**src/rtl/snn_pkg.sv**
```systemverilog
// Shared definitions for the spiking-neuron datapath schedulers.
// Holds the scheduler state encoding, default sizing constants and the source slot map.
package snn_pkg;

  typedef enum logic {
    ACCUM = 1'b0,
    FIRE  = 1'b1
  } sched_state_t;

  localparam int DEF_WIDTH      = 8;
  localparam int DEF_THRESHOLD  = 64;
  localparam int DEF_NUM_SRC    = 4;
  localparam int DEF_NUM_NEURON = 3;

  // Requester slots on the shared adder: three PE partial-sum ports, then membrane-in.
  localparam int SRC_PE0 = 0;
  localparam int SRC_PE1 = 1;
  localparam int SRC_PE2 = 2;
  localparam int SRC_MEM = 3;

endpackage

```
**src/rtl/membrane_update_sched_rr_arbiter.sv**
```systemverilog
// Round-robin arbiter: grants the first requester at or after the pointer, wrapping around.
// Purely combinational so the grant can be used as a same-cycle ready.
module rr_arbiter
  import snn_pkg::*;
#(
  parameter int N     = DEF_NUM_SRC,
  parameter int PTR_W = (N > 1) ? $clog2(N) : 1
) (
  input  logic [N-1:0]     i_req,
  input  logic [PTR_W-1:0] i_ptr,
  output logic [N-1:0]     o_grant
);

  int   w_idx;
  logic w_found;

  always_comb begin
    o_grant = '0;
    w_found = 1'b0;
    w_idx   = 0;
    for (int i = 0; i < N; i++) begin
      w_idx = int'(i_ptr) + i;
      if (w_idx >= N) w_idx = w_idx - N;
      if (!w_found && i_req[w_idx]) begin
        o_grant[w_idx] = 1'b1;
        w_found        = 1'b1;
      end
    end
  end

endmodule

```
**src/rtl/membrane_update_sched.sv**
```systemverilog
// Membrane update scheduler: shares one adder among PE and membrane sources, then thresholds and emits pairs.
// Optional leak before the threshold compare is enabled by defining MEMBRANE_UPDATE_SCHED_LEAK_EN.
module membrane_update_sched
  import snn_pkg::*;
#(
  parameter int WIDTH      = DEF_WIDTH,
  parameter int NUM_SRC    = DEF_NUM_SRC,
  parameter int NUM_NEURON = DEF_NUM_NEURON,
  parameter int THRESHOLD  = DEF_THRESHOLD,
  parameter int LEAK       = 1
) (
  input  logic                     clk,
  input  logic                     rst,
  input  logic [NUM_SRC-1:0]       src_valid,
  input  logic [NUM_SRC*WIDTH-1:0] src_data,
  output logic [NUM_SRC-1:0]       src_ready,
  output logic                     mem_out_valid,
  output logic [WIDTH-1:0]         mem_out_data,
  output logic                     spike_out,
  input  logic                     mem_out_ready,
  output logic                     busy,
  output logic                     done
);

  localparam int PTR_W = (NUM_SRC > 1) ? $clog2(NUM_SRC) : 1;
  localparam int CNT_W = $clog2(NUM_NEURON + 1);
  localparam int IDX_W = (NUM_NEURON > 1) ? $clog2(NUM_NEURON) : 1;
  localparam logic [CNT_W-1:0] CNT_FULL = CNT_W'(NUM_NEURON);
  localparam logic [WIDTH-1:0] THR      = WIDTH'(THRESHOLD);
  localparam logic [WIDTH-1:0] LEAK_AMT = WIDTH'(LEAK);
`ifdef MEMBRANE_UPDATE_SCHED_LEAK_EN
  localparam bit LEAK_ON = 1'b1;
`else
  localparam bit LEAK_ON = 1'b0;
`endif

  sched_state_t     r_state;
  logic [WIDTH-1:0] r_acc [NUM_NEURON];
  logic [CNT_W-1:0] r_cnt [NUM_SRC];
  logic [PTR_W-1:0] r_ptr;
  logic [IDX_W-1:0] r_outIdx;
  logic             r_memValid;
  logic [WIDTH-1:0] r_memData;
  logic             r_spike;
  logic             r_done;

  logic [NUM_SRC-1:0] w_req;
  logic [NUM_SRC-1:0] w_grant;
  logic [PTR_W-1:0]   w_grantIdx;
  logic [WIDTH-1:0]   w_data;
  logic               w_xfer;
  logic               w_lastXfer;
  logic               w_anyCnt;
  logic [WIDTH-1:0]   w_raw;
  logic [WIDTH-1:0]   w_leaked;
  logic               w_fire;
  logic [WIDTH-1:0]   w_resid;

  // A source competes only while accumulating and until it has delivered one word per neuron.
  always_comb begin
    w_req      = '0;
    w_grantIdx = '0;
    w_data     = '0;
    w_anyCnt   = 1'b0;
    w_lastXfer = |w_grant;
    for (int k = 0; k < NUM_SRC; k++) begin
      w_req[k] = src_valid[k] && (r_cnt[k] < CNT_FULL) && (r_state == ACCUM);
      if (w_grant[k]) begin
        w_grantIdx = PTR_W'(k);
        w_data     = src_data[k*WIDTH +: WIDTH];
      end
      if (r_cnt[k] != '0) w_anyCnt = 1'b1;
      w_lastXfer = w_lastXfer &&
                   (w_grant[k] ? (r_cnt[k] == CNT_FULL - 1'b1) : (r_cnt[k] == CNT_FULL));
    end
  end

  rr_arbiter #(
    .N     (NUM_SRC),
    .PTR_W (PTR_W)
  ) u_arb (
    .i_req   (w_req),
    .i_ptr   (r_ptr),
    .o_grant (w_grant)
  );

  assign w_xfer = |w_grant;

  // Leak (when built in) is applied before the compare; the compare is unsigned on the wrapped sum.
  always_comb begin
    w_raw = r_acc[r_outIdx];
    if (LEAK_ON) w_leaked = (w_raw > LEAK_AMT) ? w_raw - LEAK_AMT : '0;
    else         w_leaked = w_raw;
    w_fire  = (w_leaked >= THR);
    w_resid = w_fire ? w_leaked - THR : w_leaked;
  end

  always_ff @(posedge clk) begin
    r_done <= 1'b0;
    if (rst) begin
      r_state    <= ACCUM;
      r_ptr      <= '0;
      r_outIdx   <= '0;
      r_memValid <= 1'b0;
      r_memData  <= '0;
      r_spike    <= 1'b0;
      for (int n = 0; n < NUM_NEURON; n++) r_acc[n] <= '0;
      for (int k = 0; k < NUM_SRC; k++) r_cnt[k] <= '0;
    end else begin
      unique case (r_state)
        ACCUM: begin
          if (w_xfer) begin
            r_acc[r_cnt[w_grantIdx]] <= r_acc[r_cnt[w_grantIdx]] + w_data;
            r_cnt[w_grantIdx]        <= r_cnt[w_grantIdx] + 1'b1;
            r_ptr <= (w_grantIdx == PTR_W'(NUM_SRC - 1)) ? '0 : w_grantIdx + 1'b1;
            if (w_lastXfer) begin
              r_state  <= FIRE;
              r_outIdx <= '0;
            end
          end
        end
        FIRE: begin
          // Load a pair only when the slot is empty, which leaves a bubble after each handshake.
          if (!r_memValid) begin
            r_memValid <= 1'b1;
            r_memData  <= w_resid;
            r_spike    <= w_fire;
          end else if (mem_out_ready) begin
            r_memValid <= 1'b0;
            if (r_outIdx == IDX_W'(NUM_NEURON - 1)) begin
              r_state <= ACCUM;
              r_done  <= 1'b1;
              r_ptr   <= '0;
              for (int n = 0; n < NUM_NEURON; n++) r_acc[n] <= '0;
              for (int k = 0; k < NUM_SRC; k++) r_cnt[k] <= '0;
            end else begin
              r_outIdx <= r_outIdx + 1'b1;
            end
          end
        end
      endcase
    end
  end

  assign src_ready     = w_grant;
  assign mem_out_valid = r_memValid;
  assign mem_out_data  = r_memData;
  assign spike_out     = r_spike;
  assign done          = r_done;
  assign busy          = (r_state == FIRE) || w_anyCnt;

endmodule
```
**config.mk**
```make
export PLATFORM = sky130hd
export DESIGN_NAME = membrane_update_sched
export DESIGN_NICKNAME = d
export VERILOG_FILES = /design/src/rtl/snn_pkg.sv /design/src/rtl/membrane_update_sched_rr_arbiter.sv /design/src/rtl/membrane_update_sched.sv
export SDC_FILE = /design/constraint.sdc
export NUM_CORES = 1
export LEC_CHECK = 0
export BUFFER_PORTS_ARGS = -buffer_cell sky130_fd_sc_hd__buf_2
export CORE_MARGIN = 4
export CORE_UTILIZATION = 40
export DETAILED_ROUTE_END_ITERATION = 8
export PLACE_DENSITY = 0.59
export SETUP_SLACK_MARGIN = 0.5
export SLEW_MARGIN = 20
export SYNTH_ARGS = -nofsm -noshare
export SYNTH_HDL_FRONTEND = slang
export SYNTH_HIERARCHICAL = 1
export SYNTH_SLANG_ARGS = --single-unit
export TNS_END_PERCENT = 1
```
**constraint.sdc**
```tcl
create_clock -name clk -period 13.51 [get_ports clk]
set_input_delay 0.6755 -clock clk [delete_from_list [all_inputs] [get_ports clk]]
set_output_delay 0.6755 -clock clk [all_outputs]
set_load 0.01 [all_outputs]
```
Word level (Yosys, flattened, before mapping)
Memory sizes are Yosys's and may differ from the RTL's. A register that Yosys moved wholly into a read port is not among the register bits.
Cells that the tools add are included.
Word-level totals
  register bits after elaboration: 16
  bits in writable memories: 32
  input bits: 39
  output and inout port bits: 16
  memories: 2
Memories
  r_acc: words 3, width 8, rd ports 2, clocked after memory_dff 1, wr ports 3, line membrane_update_sched.sv:38  | logic [WIDTH-1:0] r_acc [NUM_NEURON];
  r_cnt: words 4, width 2, rd ports 5, clocked after memory_dff 0, wr ports 4, line membrane_update_sched.sv:39  | logic [CNT_W-1:0] r_cnt [NUM_SRC];
Cells by class
  add/sub/neg operators: 12
  order comparisons: 17
  eq/ne operators: 16
  muxes and demuxes: 94
  bitwise logic cells: 12
  reduce and logical (&&, ||, !) cells: 33
Operators by type and width (count)
  >= comparator 32 x 1 -> 1 bit (second input constant): 4
  less-than comparator 32 x 4 -> 1 bit (second input constant): 4
  two-way mux 32 bit: 4
  >= comparator 32 x 4 -> 1 bit (second input constant): 3
  subtractor 32 x 4 -> 32 bit (second input constant): 3
  two-way mux 8 bit: 9
  two-way mux 1 bit: 45
  two-way mux 2 bit: 21
  == test 2 bit (second input constant): 10
  logical AND 1 bit: 19
  two-way mux 4 bit: 4
  bitwise OR 4 bit: 3
  adder 8 bit: 1
  binary-select mux 1 bit (select 2 bit): 4
  demux 1 bit (select 2 bit): 4
  >= comparator 8 x 7 -> 1 bit (second input constant): 1
  less-than comparator 2 bit (second input constant): 4
  != test 2 bit (second input constant): 4
  one-hot mux 2 bit (2 select lines): 2
  nonzero test 2 bit: 4
  OR reduction 8 bit: 1
  subtractor 8 x 7 -> 8 bit (second input constant): 1
  bitwise OR 1 bit: 7
  adder 2 x 1 -> 2 bit (second input constant): 3
  14 further kinds: 19

Depth between registers and ports, before layout
Gate-level depths: netlist of run 1.
An unclocked memory read counts as a cell.
  word-level depth: 27
  depth in mapped cells: 23

Hierarchy
Netlist of run 1, hierarchy kept.
Modules (own cells, without submodules)
  membrane_update_sched: times used 1, cells an instance 343, area each 3480.8 sq um
  rr_arbiter: times used 1, cells an instance 38, area each 357.8 sq um

Least setup slack after synthesis of run 1
OpenSTA, ideal clock, no wires.
  path type: input-to-reg
  from: input port src_valid[3]
  to: memory r_acc[0][6] in the netlist's numbering (data pin)
  setup time: 0.271 ns
  arrival: 5.000 ns
  data required time: 13.239 ns
  slack: 8.239 ns
  stages: 23
  path through: inv_1 a211oi_1 mux4_2 buf_6 nor4b_4 nand2_1 o211ai_1 clkbuf_1 mux2_2 o211a_1 a21oi_1 clkbuf_1 buf_1 a21oi_1 ha_1 inv_1 fa_1 nor2b_1 o21ai_0 a21boi_0 o21ai_0 nor3b_1 nor3_1
RTL lines
  start, declared: line membrane_update_sched.sv:14  | input logic [NUM_SRC-1:0] src_valid,
  end, declared: line membrane_update_sched.sv:38

==> key figures, run 1 <==
Clock network
  • CTS tree: built
  • Root Driver: clkbuf_8
  • Clock transition at the registers of the reported paths: 0.07 ns
  • Worst skew pair latency: 0.34 ns
  • CTS H-Tree Depth: 3
  • Hold buffer count at CTS: 0
  • Num CTS Buffers: 9
  • Bufs on Longest Clock Path: 2
  • Total clock sinks: 58
  • Cts repair resizes: 0
  • Setup bufs post-CTS: 0

Global route
  • Initial antenna violation count: 0
  • Total gr overflow: 0
  • First-pass GRT wire length: 14500 microns
  • GRT Overall Usage: 16.5%
  • Vias in the first global route: 2917
  • Pin count of the biggest net entering global routing: 22

STA
  • Worst slew margin: 34.9%
  • Final worst path period share: 42.3%
  • TNS Setup: 0 ns
  • Crit path time final: 5.71 ns
  • Max Slew Vio Count: 0
  • Final setup fails: 0
  • RSZ-0062 raised after global routing: false
  • Worst-Margin Slew: 0.973 ns
  • Clk_skew: 0.00492 ns
  • Final-report hold violation count: 0
  • Peak Freq: 0.175 GHz

Layout
  • Synth-to-Final Area Change: 14.3%
  • Post-route cell area: 4390 sq um
  • Layout cells sized above 1: 19.5%
  • Fin nets: 497
  • Antenna diodes: 0

Setup path
  • Critical Setup Path Class: register to register
  • Worst R2R Path Depth: 20
  • CP delay by family, top: compound AO/OA/AOI/OAI gates
  • CP Launch Type: register
  • Critical path depth in cells: 20
  • Crit-path cells: inv_1 > ha_1 > mux4_2 > nor2_1 > nand2_1 > o211ai_1 > mux2_2 > o221a_2 > inv_2 > mux2i_1 > a21oi_1 > ha_1 > inv_1 > fa_1 > nor2b_1 > o21ai_0 > a21boi_0 > o21ai_0 > a21boi_0 > nor3_1
  • CP Buf/Inv Count: 3
  • Critical Path End Type: register
  • Required @ worst endpoint: 13.58 ns
  • Crit path max fanout: 16
  • Peak per-stage delay on the critical path: 0.59 ns
  • Worst path arrival time: 5.79 ns
  • Slowest CP cell: dfxtp_1

Place
  • Post-DP Area: 4210 sq um
  • # port buffers: 54
  • GP Congestion: 0.846
  • Post-DP HPWL: 6810 microns

Synthesis
  • Flop and latch count out of synthesis: 58
  • Yosys top cell area share: 31.3%
  • Ys async rst share: 0%
  • Number of synthesized flops with an enable pin: 40
  • Synth cell types: 49
  • Syn_nets: 447
  • Post-Synthesis Cells: 381
  • Ys Warns: 6
  • Syn Area/Cell: 10.1 sq um
  • Synth Flop Type: edfxtp_1
  • Sequential share of the synthesized area: 40.7%
  • Mapped Area: 3840 sq um
  • Top post-synthesis cells by area: edfxtp_1, dfxtp_1, ha_1
  • Area leader, netlist: edfxtp_1

Route
  • Post-route ant nets: 0
  • Routed WL per cell: 16.2 microns
  • DRC Markers: 0
  • Total Routed Length: 9180 microns
  • Vias: 3027
  • First-pass DRT Iterations: 4
  • Starting DRT DRC Count: 102
  • Vias/cell: 5.36

Flow run
  • Max-Cap Viols: 0

Die
  • Row cnt: 35
  • Area of the die: 11200 sq um
  • Core ar.: 9280 sq um
  • IO Pins: 55
  • Die height: 106 microns
  • Initial core utilization: 41.3%
  • Chip width: 106 microns

Worst hold path
  • HP Class: register to register
  • Min-Delay Path Depth: 2

Outcome
  • Outcome: finished, final reports clean
## layout make-up
cell class | count | area, sq um
multi-input cells | 273 | 2070
flip-flops and latches | 58 | 1560
inverters | 32 | 120
fillers | 933 | 4900
well taps | 129 | 161
clock inverters | 5 | 26.3
repair buffers | 57 | 293
clock buffers | 11 | 153
## cell families (layout without fill, tap and decap cells)
kind of cell / Yosys count / after routing / synth area share (%)
AND/OR/NAND/NOR: 131 / 131 / 16.9
AO/OA/AOI/OAI: 80 / 80 / 14.2
flip-flops: 58 / 58 / 40.7
buffers and inverters: 50 / 105 / 5.31
adder cells (fa/ha/maj): 27 / 27 / 9.00
multiplexers: 26 / 26 / 11.4
XOR/XNOR: 9 / 9 / 2.41
## per-layer routing
layer / global-route usage (%) / up-vias / part of all wire (%)
met5: 0 / - / 0
met4: 6.38 / 0 / 2.1
met3: 4.19 / 19 / 4.0
met2: 28.4 / 67 / 51
met1: 19.9 / 1457 / 43
li1: - / 1484 / -
## synth_stat cells, types with 3 or more instances
cell type / number
o21ai_0: 9
and2_1: 4
a21oi_1: 27
nand2_1: 40
nor2b_1: 4
mux4_2: 5
buf_1: 3
o211ai_1: 5
nand2b_1: 7
inv_1: 31
and2_0: 3
a211oi_1: 10
xnor2_1: 5
mux2i_1: 12
dfxtp_1: 18
clkbuf_1: 12
nand3_1: 5
and3_1: 16
nor3b_1: 5
xor2_1: 3
mux4_1: 7
edfxtp_1: 40
nor2_1: 34
nor3_1: 7
ha_1: 26
a22oi_1: 11
## worst paths after layout
check / startpoint / to / slack [ns]
max reg2reg: r_ptr[0]$_SDFFE_PP0P_ / r_acc[0][6]$_SDFFCE_PN0P_ / 7.80
min reg2reg: mem_out_data[6]$_SDFFE_PP0P_ / mem_out_data[6]$_SDFFE_PP0P_ / 0.45
min: mem_out_data[6]$_SDFFE_PP0P_ / mem_out_data[6]$_SDFFE_PP0P_ / 0.45
max: r_ptr[0]$_SDFFE_PP0P_ / r_acc[0][6]$_SDFFCE_PN0P_ / 7.80
## flip-flops by register name (all words and copies together) (netlist names), named ones only
signal,flops
done,1
mem_out_data,8
mem_out_valid,1
r_acc,32
r_cnt,8
r_outIdx,2
r_ptr,2
r_state,1
spike_out,1
## layout by cell type, fill, tap and decap left out, types with 9 or more instances in the layout
cell,instances
o21ai_0,9
dfxtp_1,18
a211oi_1,10
mux2i_1,12
a22oi_1,11
inv_1,31
buf_2,54
edfxtp_1,40
and3_1,16
nand2_1,40
clkbuf_8,9
a21oi_1,27
ha_1,26
nor2_1,34
## metrics by stage
| step | utilization (%) | hold WS [ns] | cells | setup WS, ns |
|---|---|---|---|---|
| 2_1_floorplan | - | 0.476 | 381 | 8.24 |
| 3_3_place_gp | 45.3 | 0.444 | 549 | 7.90 |
| 3_5_place_dp | 45.3 | 0.445 | 549 | 7.81 |
| 4_1_cts | 47.3 | 0.455 | 565 | 7.81 |
| 5_1_grt | 47.3 | 0.470 | 565 | 7.35 |
| 6_report | 47.3 | 0.448 | 565 | 7.80 |
## worst register-to-register path: stages, from the launching register on
cell and delay (ns):
dfxtp_1 0.59, inv_1 0.19, ha_1 0.37, mux4_2 0.38
nor2_1 0.11, nand2_1 0.11, o211ai_1 0.54, mux2_2 0.41
o221a_2 0.44, inv_2 0.27, mux2i_1 0.11, a21oi_1 0.17
ha_1 0.21, inv_1 0.06, fa_1 0.40, nor2b_1 0.13
o21ai_0 0.11, a21boi_0 0.22, o21ai_0 0.14, a21boi_0 0.41
nor3_1 0.09
Power of run 1 is not shown: default switching activity piles up to over one toggle a cycle in this logic, so the estimate is an artifact.
==> run 2: changes to the inputs <==
- PLACE_DENSITY: 0.59 -> 0.61
- clock period: 13.51 -> 4.66 ns (I/O delays scaled with it)
==> run 2 against run 1 <==
Compared with the run above:
- non-clock buffer count rose by 37
- count of clock-buffer cells in the layout rose by 4
- worst setup slack got worse by 7.7 ns
- cell area rose by 12%
- wire length rose by 9.0%
- fmax rose by 26%
- hold slack got worse by 0.18 ns
- critical path depth rose by 2
- register-to-register slack got worse by 7.7 ns
- clock skew rose by 0.0039 ns
- global-route usage rose by 1.9 points
- via count rose by 5.8%
- critical path type unchanged
- critical endpoint is now r_acc[1][6]$_SDFFCE_PN0P_
- highest routed layer unchanged
==> key figures, run 2 (synthesized netlist as in run 1, its figures left out) <==
Die
  • Core ar.: 9280 sq um (unchanged)
  • IO Pins: 55 (unchanged)
  • Chip width: 106 microns (unchanged)
  • Area of the die: 11200 sq um (unchanged)
  • Initial core utilization: 41.3% (unchanged)
  • Row cnt: 35 (unchanged)
  • Die height: 106 microns (unchanged)

STA
  • Crit path time final: 4.53 ns (was 5.71 ns)
  • Final-report hold violation count: 0 (unchanged)
  • Final worst path period share: 97.2% (was 42.3%)
  • Final setup fails: 0 (unchanged)
  • Worst-Margin Slew: 0.918 ns (was 0.973 ns)
  • Max Slew Vio Count: 0 (unchanged)
  • Clk_skew: 0.00878 ns (was 0.00492 ns)
  • RSZ-0062 raised after global routing: true (was false)
  • Peak Freq: 0.221 GHz (was 0.175 GHz)
  • Worst slew margin: 38.8% (was 34.9%)

Layout
  • Synth-to-Final Area Change: 28.5% (was 14.3%)
  • Fin nets: 535 (was 497)
  • Fin util: 53.1% (was 47.3%)
  • Max FFs per register: 32 (unchanged)
  • Layout cells sized above 1: 32.3% (was 19.5%)
  • Most common cell after layout, fill and taps aside: buf_2 (unchanged)
  • Largest register by flop count: r_acc (unchanged)
  • Antenna diodes: 0 (unchanged)
  • Layout fillers: 844 (was 933)
  • Commonest non-fill, non-tap cells in the layout: buf_2, edfxtp_1, nand2_1 (was buf_2, nand2_1, edfxtp_1)

Route
  • Total Routed Length: 10000 microns (was 9180 microns)
  • Starting DRT DRC Count: 125 (was 102)
  • DRC Markers: 0 (unchanged)
  • Vias/cell: 5.31 (was 5.36)
  • Routed WL per cell: 16.6 microns (was 16.2 microns)
  • Vias: 3203 (was 3027)
  • Post-route ant nets: 0 (unchanged)
  • First-pass DRT Iterations: 5 (was 4)

Clock network
  • Worst skew pair latency: 0.33 ns (was 0.34 ns)
  • Total clock sinks: 58 (unchanged)
  • Bufs on Longest Clock Path: 2 (unchanged)
  • Clock transition at the registers of the reported paths: 0.07 ns (about the same)
  • CTS tree: built (unchanged)
  • CTS H-Tree Depth: 3 (unchanged)
  • Root Driver: clkbuf_8 (unchanged)
  • Num CTS Buffers: 9 (unchanged)

Setup path
  • Slowest CP cell: dfxtp_4 (was dfxtp_1)
  • Required @ worst endpoint: 4.73 ns (was 13.58 ns)
  • Critical R2R Launch: r_ptr[0]$_SDFFE_PP0P_ (unchanged)
  • Reg2reg setup slack: 0.13 ns (was 7.80 ns)
  • CP Capture Point: r_acc[1][6]$_SDFFCE_PN0P_ (was r_acc[0][6]$_SDFFCE_PN0P_)
  • Worst path arrival time: 4.60 ns (was 5.79 ns)
  • Reg-to-Reg End: r_acc[1][6]$_SDFFCE_PN0P_ (was r_acc[0][6]$_SDFFCE_PN0P_)
  • Crit path max fanout: 6 (was 16)
  • Worst R2R Path Depth: 22 (was 20)
  • Worst Setup SP: r_ptr[0]$_SDFFE_PP0P_ (unchanged)
  • Critical Path End Type: register (unchanged)
  • Peak per-stage delay on the critical path: 0.40 ns (was 0.59 ns)
  • Crit-path cells: inv_4 > ha_4 > mux4_2 > nor4b_4 > nand2_1 > o211ai_1 > buf_4 > mux2_4 > o211a_4 > a21oi_4 > buf_6 > a211oi_2 > a21oi_1 > ha_2 > inv_2 > fa_2 > nor2b_1 > o21ai_1 > a21boi_1 > o21ai_2 > a21boi_2 > nor3_1 (was inv_1 > ha_1 > mux4_2 > nor2_1 > nand2_1 > o211ai_1 > mux2_2 > o221a_2 > inv_2 > mux2i_1 > a21oi_1 > ha_1 > inv_1 > fa_1 > nor2b_1 > o21ai_0 > a21boi_0 > o21ai_0 > a21boi_0 > nor3_1)
  • CP Launch Type: register (unchanged)
  • Critical Setup Path Class: register to register (unchanged)

Global route
  • Initial antenna violation count: 0 (unchanged)
  • GRT Overall Usage: 18.4% (was 16.5%)
  • Vias in the first global route: 3313 (was 2917)
  • Total gr overflow: 0 (unchanged)
  • First-pass GRT wire length: 16300 microns (was 14500 microns)
  • Pin count of the biggest net entering global routing: 16 (was 22)

Flow run
  • Max-Cap Viols: 0 (unchanged)

Place
  • GP Congestion: 0.869 (was 0.846)
  • Post-DP HPWL: 7420 microns (was 6810 microns)
  • # port buffers: 54 (unchanged)

Worst hold path
  • HP Class: primary input to register (was register to register)

Outcome
  • Outcome: finished, final reports clean (unchanged)
-- run 2: cell count changes in the layout (fill, tap and decap cells not counted), moves of 3 or more --
cell	change
clkinv_2	-3
a211oi_4	+4
a211oi_1	-7
dfxtp_1	-3
clkbuf_8	+3
a211oi_2	+3
dfxtp_4	+3
buf_6	+5
buf_4	+32
-- run 2: timing repair --
| action | CTS | global route |
|---|---|---|
| setup buffers | 16 | 2 |
| setup endpoints to repair | 36 | 51 |
| hold buffers | 0 | 0 |
| resized for setup | 19 | 18 |
| gates cloned | 1 | 0 |
| pin swaps | 12 | 11 |
-- run 2: area by class of cell --
class,instances,area (sq um),share of cell area (%)
clock inverters,1,5.00,0.101
inverters,32,125,2.54
repair buffers,94,589,11.9
multi-input cells,274,2280,46.3
clock buffers,15,198,4.01
flip-flops and latches,58,1570,31.9
well taps,129,161,3.27
-- run 2: per-stage QoR --
step | cell area (sq um) | setup TNS, ns | setup WS, ns | std cells | hold slack [ns]
detailed placement | 4410 | -0.00163 | -0.00148 | 568 | 0.445
finish | 4930 | 0 | 0.129 | 603 | 0.273
global route | 4930 | -0.486 | -0.0886 | 603 | 0.282
floorplan | 3950 | 0 | 0.243 | 381 | 0.327
global placement | 4410 | 0 | 0.102 | 568 | 0.441
CTS | 4830 | 0 | 0.204 | 601 | 0.253
-- run 2: how the worst min path moves through the flow --
stage | start | to | slack (ns) | cells past startpoint
after detailed placement | mem_out_data[0]$_SDFFE_PP0P_ | mem_out_data[0]$_SDFFE_PP0P_ | 0.44 | 2
after global routing | rst | mem_out_data[1]$_SDFFE_PP0P_ | 0.28 | 2
final | rst | mem_out_data[0]$_SDFFE_PP0P_ | 0.27 | 2
after CTS | rst | mem_out_data[0]$_SDFFE_PP0P_ | 0.25 | 2
after floorplan | rst | r_ptr[1]$_SDFFE_PP0P_ | 0.33 | 1
after global placement | mem_out_data[0]$_SDFFE_PP0P_ | mem_out_data[0]$_SDFFE_PP0P_ | 0.44 | 2
-- run 2: critical path, delay by kind of cell (launching register included) --
family / cells / cell delay, ns
adders and majority gates: 3 / 0.86
AOI/OAI and AO/OA: 9 / 1.27
and+or+nand+nor: 4 / 0.64
DFF: 1 / 0.40
muxes: 2 / 0.68
buffers and inverters: 4 / 0.41
-- run 2: per-layer routing --
layer	share of wire (%)	GRT usage (%)	wire length [microns]
met1	40	20.8	3990
met2	53	33.8	5340
met3	3.3	3.10	330
met4	3.4	8.42	336
met5	0	0	0
Power of run 2 is left out for the same reason.
==> run 3: changes to the inputs <==
- CORE_MARGIN: 4 -> 5
==> run 3 against run 2 <==
Compared with the run above:
- global-route usage fell by 0.21 points
- fmax is 2.9% higher
- sequential cell count did not move
- non-clock buffer count grew 8
- cell area is 0.76% higher
==> key figures, run 3 (synthesized netlist as in run 1, its figures left out) <==
Layout
  • Fin nets: 542 (was 535)
  • Layout cells sized above 1: 34.5% (was 32.3%)
  • Layout fillers: 871 (was 844)
  • Max FFs per register: 32 (unchanged)
  • Largest register by flop count: r_acc (unchanged)
  • Most common cell after layout, fill and taps aside: buf_2 (unchanged)
  • Fin util: 53.5% (was 53.1%)
  • Commonest non-fill, non-tap cells in the layout: buf_2, buf_4, edfxtp_1 (was buf_2, edfxtp_1, nand2_1)
  • Antenna diodes: 0 (unchanged)
  • Synth-to-Final Area Change: 29.5% (was 28.5%)

Setup path
  • Crit path max fanout: 8 (was 6)
  • Worst path arrival time: 4.48 ns (was 4.60 ns)
  • Reg2reg setup slack: 0.26 ns (was 0.13 ns)
  • Worst R2R Path Depth: 19 (was 22)
  • CP Launch Type: register (unchanged)
  • Critical Path End Type: register (unchanged)
  • Critical R2R Launch: r_ptr[1]$_SDFFE_PP0P_ (was r_ptr[0]$_SDFFE_PP0P_)
  • Critical Setup Path Class: register to register (unchanged)
  • Reg-to-Reg End: r_acc[1][3]$_SDFFCE_PN0P_ (was r_acc[1][6]$_SDFFCE_PN0P_)
  • Required @ worst endpoint: 4.74 ns (was 4.73 ns)
  • Worst Setup SP: r_ptr[1]$_SDFFE_PP0P_ (was r_ptr[0]$_SDFFE_PP0P_)

Die
  • Chip width: 108 microns (was 106 microns)
  • Core ar.: 9280 sq um (unchanged)
  • Initial core utilization: 41.3% (unchanged)
  • Die height: 108 microns (was 106 microns)
  • Row cnt: 35 (unchanged)
  • Area of the die: 11700 sq um (was 11200 sq um)
  • IO Pins: 55 (unchanged)

STA
  • Worst-Margin Slew: 0.893 ns (was 0.918 ns)
  • Final setup fails: 0 (unchanged)
  • RSZ-0062 raised after global routing: true (unchanged)
  • Final worst path period share: 94.5% (was 97.2%)
  • Clk_skew: 0.00535 ns (was 0.00878 ns)
  • Crit path time final: 4.40 ns (was 4.53 ns)
  • Worst slew margin: 40.4% (was 38.8%)
  • Max Slew Vio Count: 0 (unchanged)
  • Hold WS: 0.260 ns (was 0.273 ns)
  • Final setup margin: 0.258 ns (was 0.129 ns)
  • Peak Freq: 0.227 GHz (was 0.221 GHz)
  • Final-report hold violation count: 0 (unchanged)

Global route
  • M1 GR Usage: 20.6% (was 20.8%)
  • First-pass GRT wire length: 16400 microns (was 16300 microns)
  • Pin count of the biggest net entering global routing: 16 (unchanged)
  • Total gr overflow: 0 (unchanged)
  • Grt peak-use layer: met2 (unchanged)
  • Initial antenna violation count: 0 (unchanged)
  • GR Layer Usage met2: 32.9% (was 33.8%)
  • GRT Overall Usage: 18.2% (was 18.4%)
  • Vias in the first global route: 3431 (was 3313)
  • GR Layer Usage met3: 3.82% (was 3.10%)

Route
  • Starting DRT DRC Count: 207 (was 125)
  • Routed WL per cell: 16.4 microns (was 16.6 microns)
  • Post-route ant nets: 0 (unchanged)
  • First-pass DRT Iterations: 5 (unchanged)
  • Vias/cell: 5.22 (was 5.31)
  • DRC Markers: 0 (unchanged)
  • Vias: 3187 (was 3203)
  • Total Routed Length: 10000 microns (about the same)

Worst hold path
  • Endpoint, Worst Hold: mem_out_data[4]$_SDFFE_PP0P_ (was mem_out_data[0]$_SDFFE_PP0P_)
  • Min-Delay Path Depth: 2 (unchanged)
  • HP Class: primary input to register (unchanged)
  • Hold path start: rst (unchanged)

Place
  • Pre-CTS WS: -0.0416 ns (was -0.00148 ns)
  • GP Congestion: 0.821 (was 0.869)
  • Post-DP HPWL: 7190 microns (was 7420 microns)
  • # port buffers: 54 (unchanged)

Clock network
  • Num CTS Buffers: 9 (unchanged)
  • Root Driver: clkbuf_8 (unchanged)
  • Hold buffer count at CTS: 0 (unchanged)
  • CTS H-Tree Depth: 3 (unchanged)
  • Clock transition at the registers of the reported paths: 0.06 ns (was 0.07 ns)
  • Worst skew pair latency: 0.34 ns (was 0.33 ns)
  • Total clock sinks: 58 (unchanged)
  • Bufs on Longest Clock Path: 2 (unchanged)
  • CTS tree: built (unchanged)

Outcome
  • Outcome: finished, final reports clean (unchanged)

Flow run
  • Max-Cap Viols: 0 (unchanged)
-- run 3: cell count changes in the layout (fill, tap and decap cells not counted), sizes merged --
| cell | previous run | this run |
|---|---|---|
| buf | 94 | 101 |
| mux4 | 13 | 12 |
| bufinv | 0 | 1 |
| bufbuf | 0 | 1 |
| clkinv | 1 | 5 |
| clkinvlp | 0 | 1 |
| clkbuf | 15 | 9 |
-- run 3: timing repair --
action,4_1_cts,5_1_grt
cloned,1,0
setup endpoints to repair,24,52
resized for setup,16,18
pin swaps,14,14
setup buffers,27,5
-- run 3: worst max-delay path by stage --
| stage | to | cells past startpoint | slack, ns |
|---|---|---|---|
| 2_1_floorplan | r_acc[0][6]$_SDFFCE_PN0P_ | 23 | 0.24 |
| 3_3_place_gp | r_acc[1][7]$_SDFFCE_PN0P_ | 18 | 0.13 |
| 3_5_place_dp | r_acc[0][7]$_SDFFCE_PN0P_ | 18 | -0.04 |
| 4_1_cts | r_acc[2][7]$_SDFFCE_PN0P_ | 19 | 0.16 |
| 5_1_grt | r_acc[1][6]$_SDFFCE_PN0P_ | 22 | -0.003 |
| 6_report | r_acc[1][3]$_SDFFCE_PN0P_ | 19 | 0.26 |
-- run 3: area by class of cell --
cell class	count	area (sq um)	area share (%)
timing repair buffer	102	683	13.7
clock buffer	9	124	2.49
clock inverter	7	60.1	1.21
sequential	58	1570	31.6
tap	129	161	3.25
inverter	32	128	2.57
multi-input combinational	273	2240	45.2
-- run 3: stage by stage --
step / TNS (ns) / instance area (sq um) / std cells
2_1_floorplan: 0 / 3950 / 381
3_3_place_gp: 0 / 4370 / 561
3_5_place_dp: -0.117 / 4370 / 561
4_1_cts: 0 / 4860 / 605
5_1_grt: -0.00282 / 4970 / 610
6_report: 0 / 4970 / 610
-- run 3: metal layers --
layer / vias to the layer above / wire length [microns]
met1: 1525 / 4080
met3: 23 / 334
li1: 1575 / -
met5: - / 0
met4: 0 / 296
met2: 64 / 5310
-- run 3: worst max-delay path, cell delays in order (launching register included) --
cell and delay [ns]:
dfxtp_4 0.35, buf_4 0.16, mux4_2 0.56, nor4b_4 0.34, nand2_1 0.08, o211ai_1 0.08, buf_4 0.16, mux2_4 0.31
o211a_4 0.25, a21oi_4 0.15, buf_12 0.15, mux2i_1 0.20, mux2i_1 0.12, ha_1 0.30, a21oi_2 0.17, buf_4 0.12
inv_1 0.03, a21oi_1 0.25, xor2_2 0.28, nor2_1 0.07
Power of run 3 is left out for the same reason.
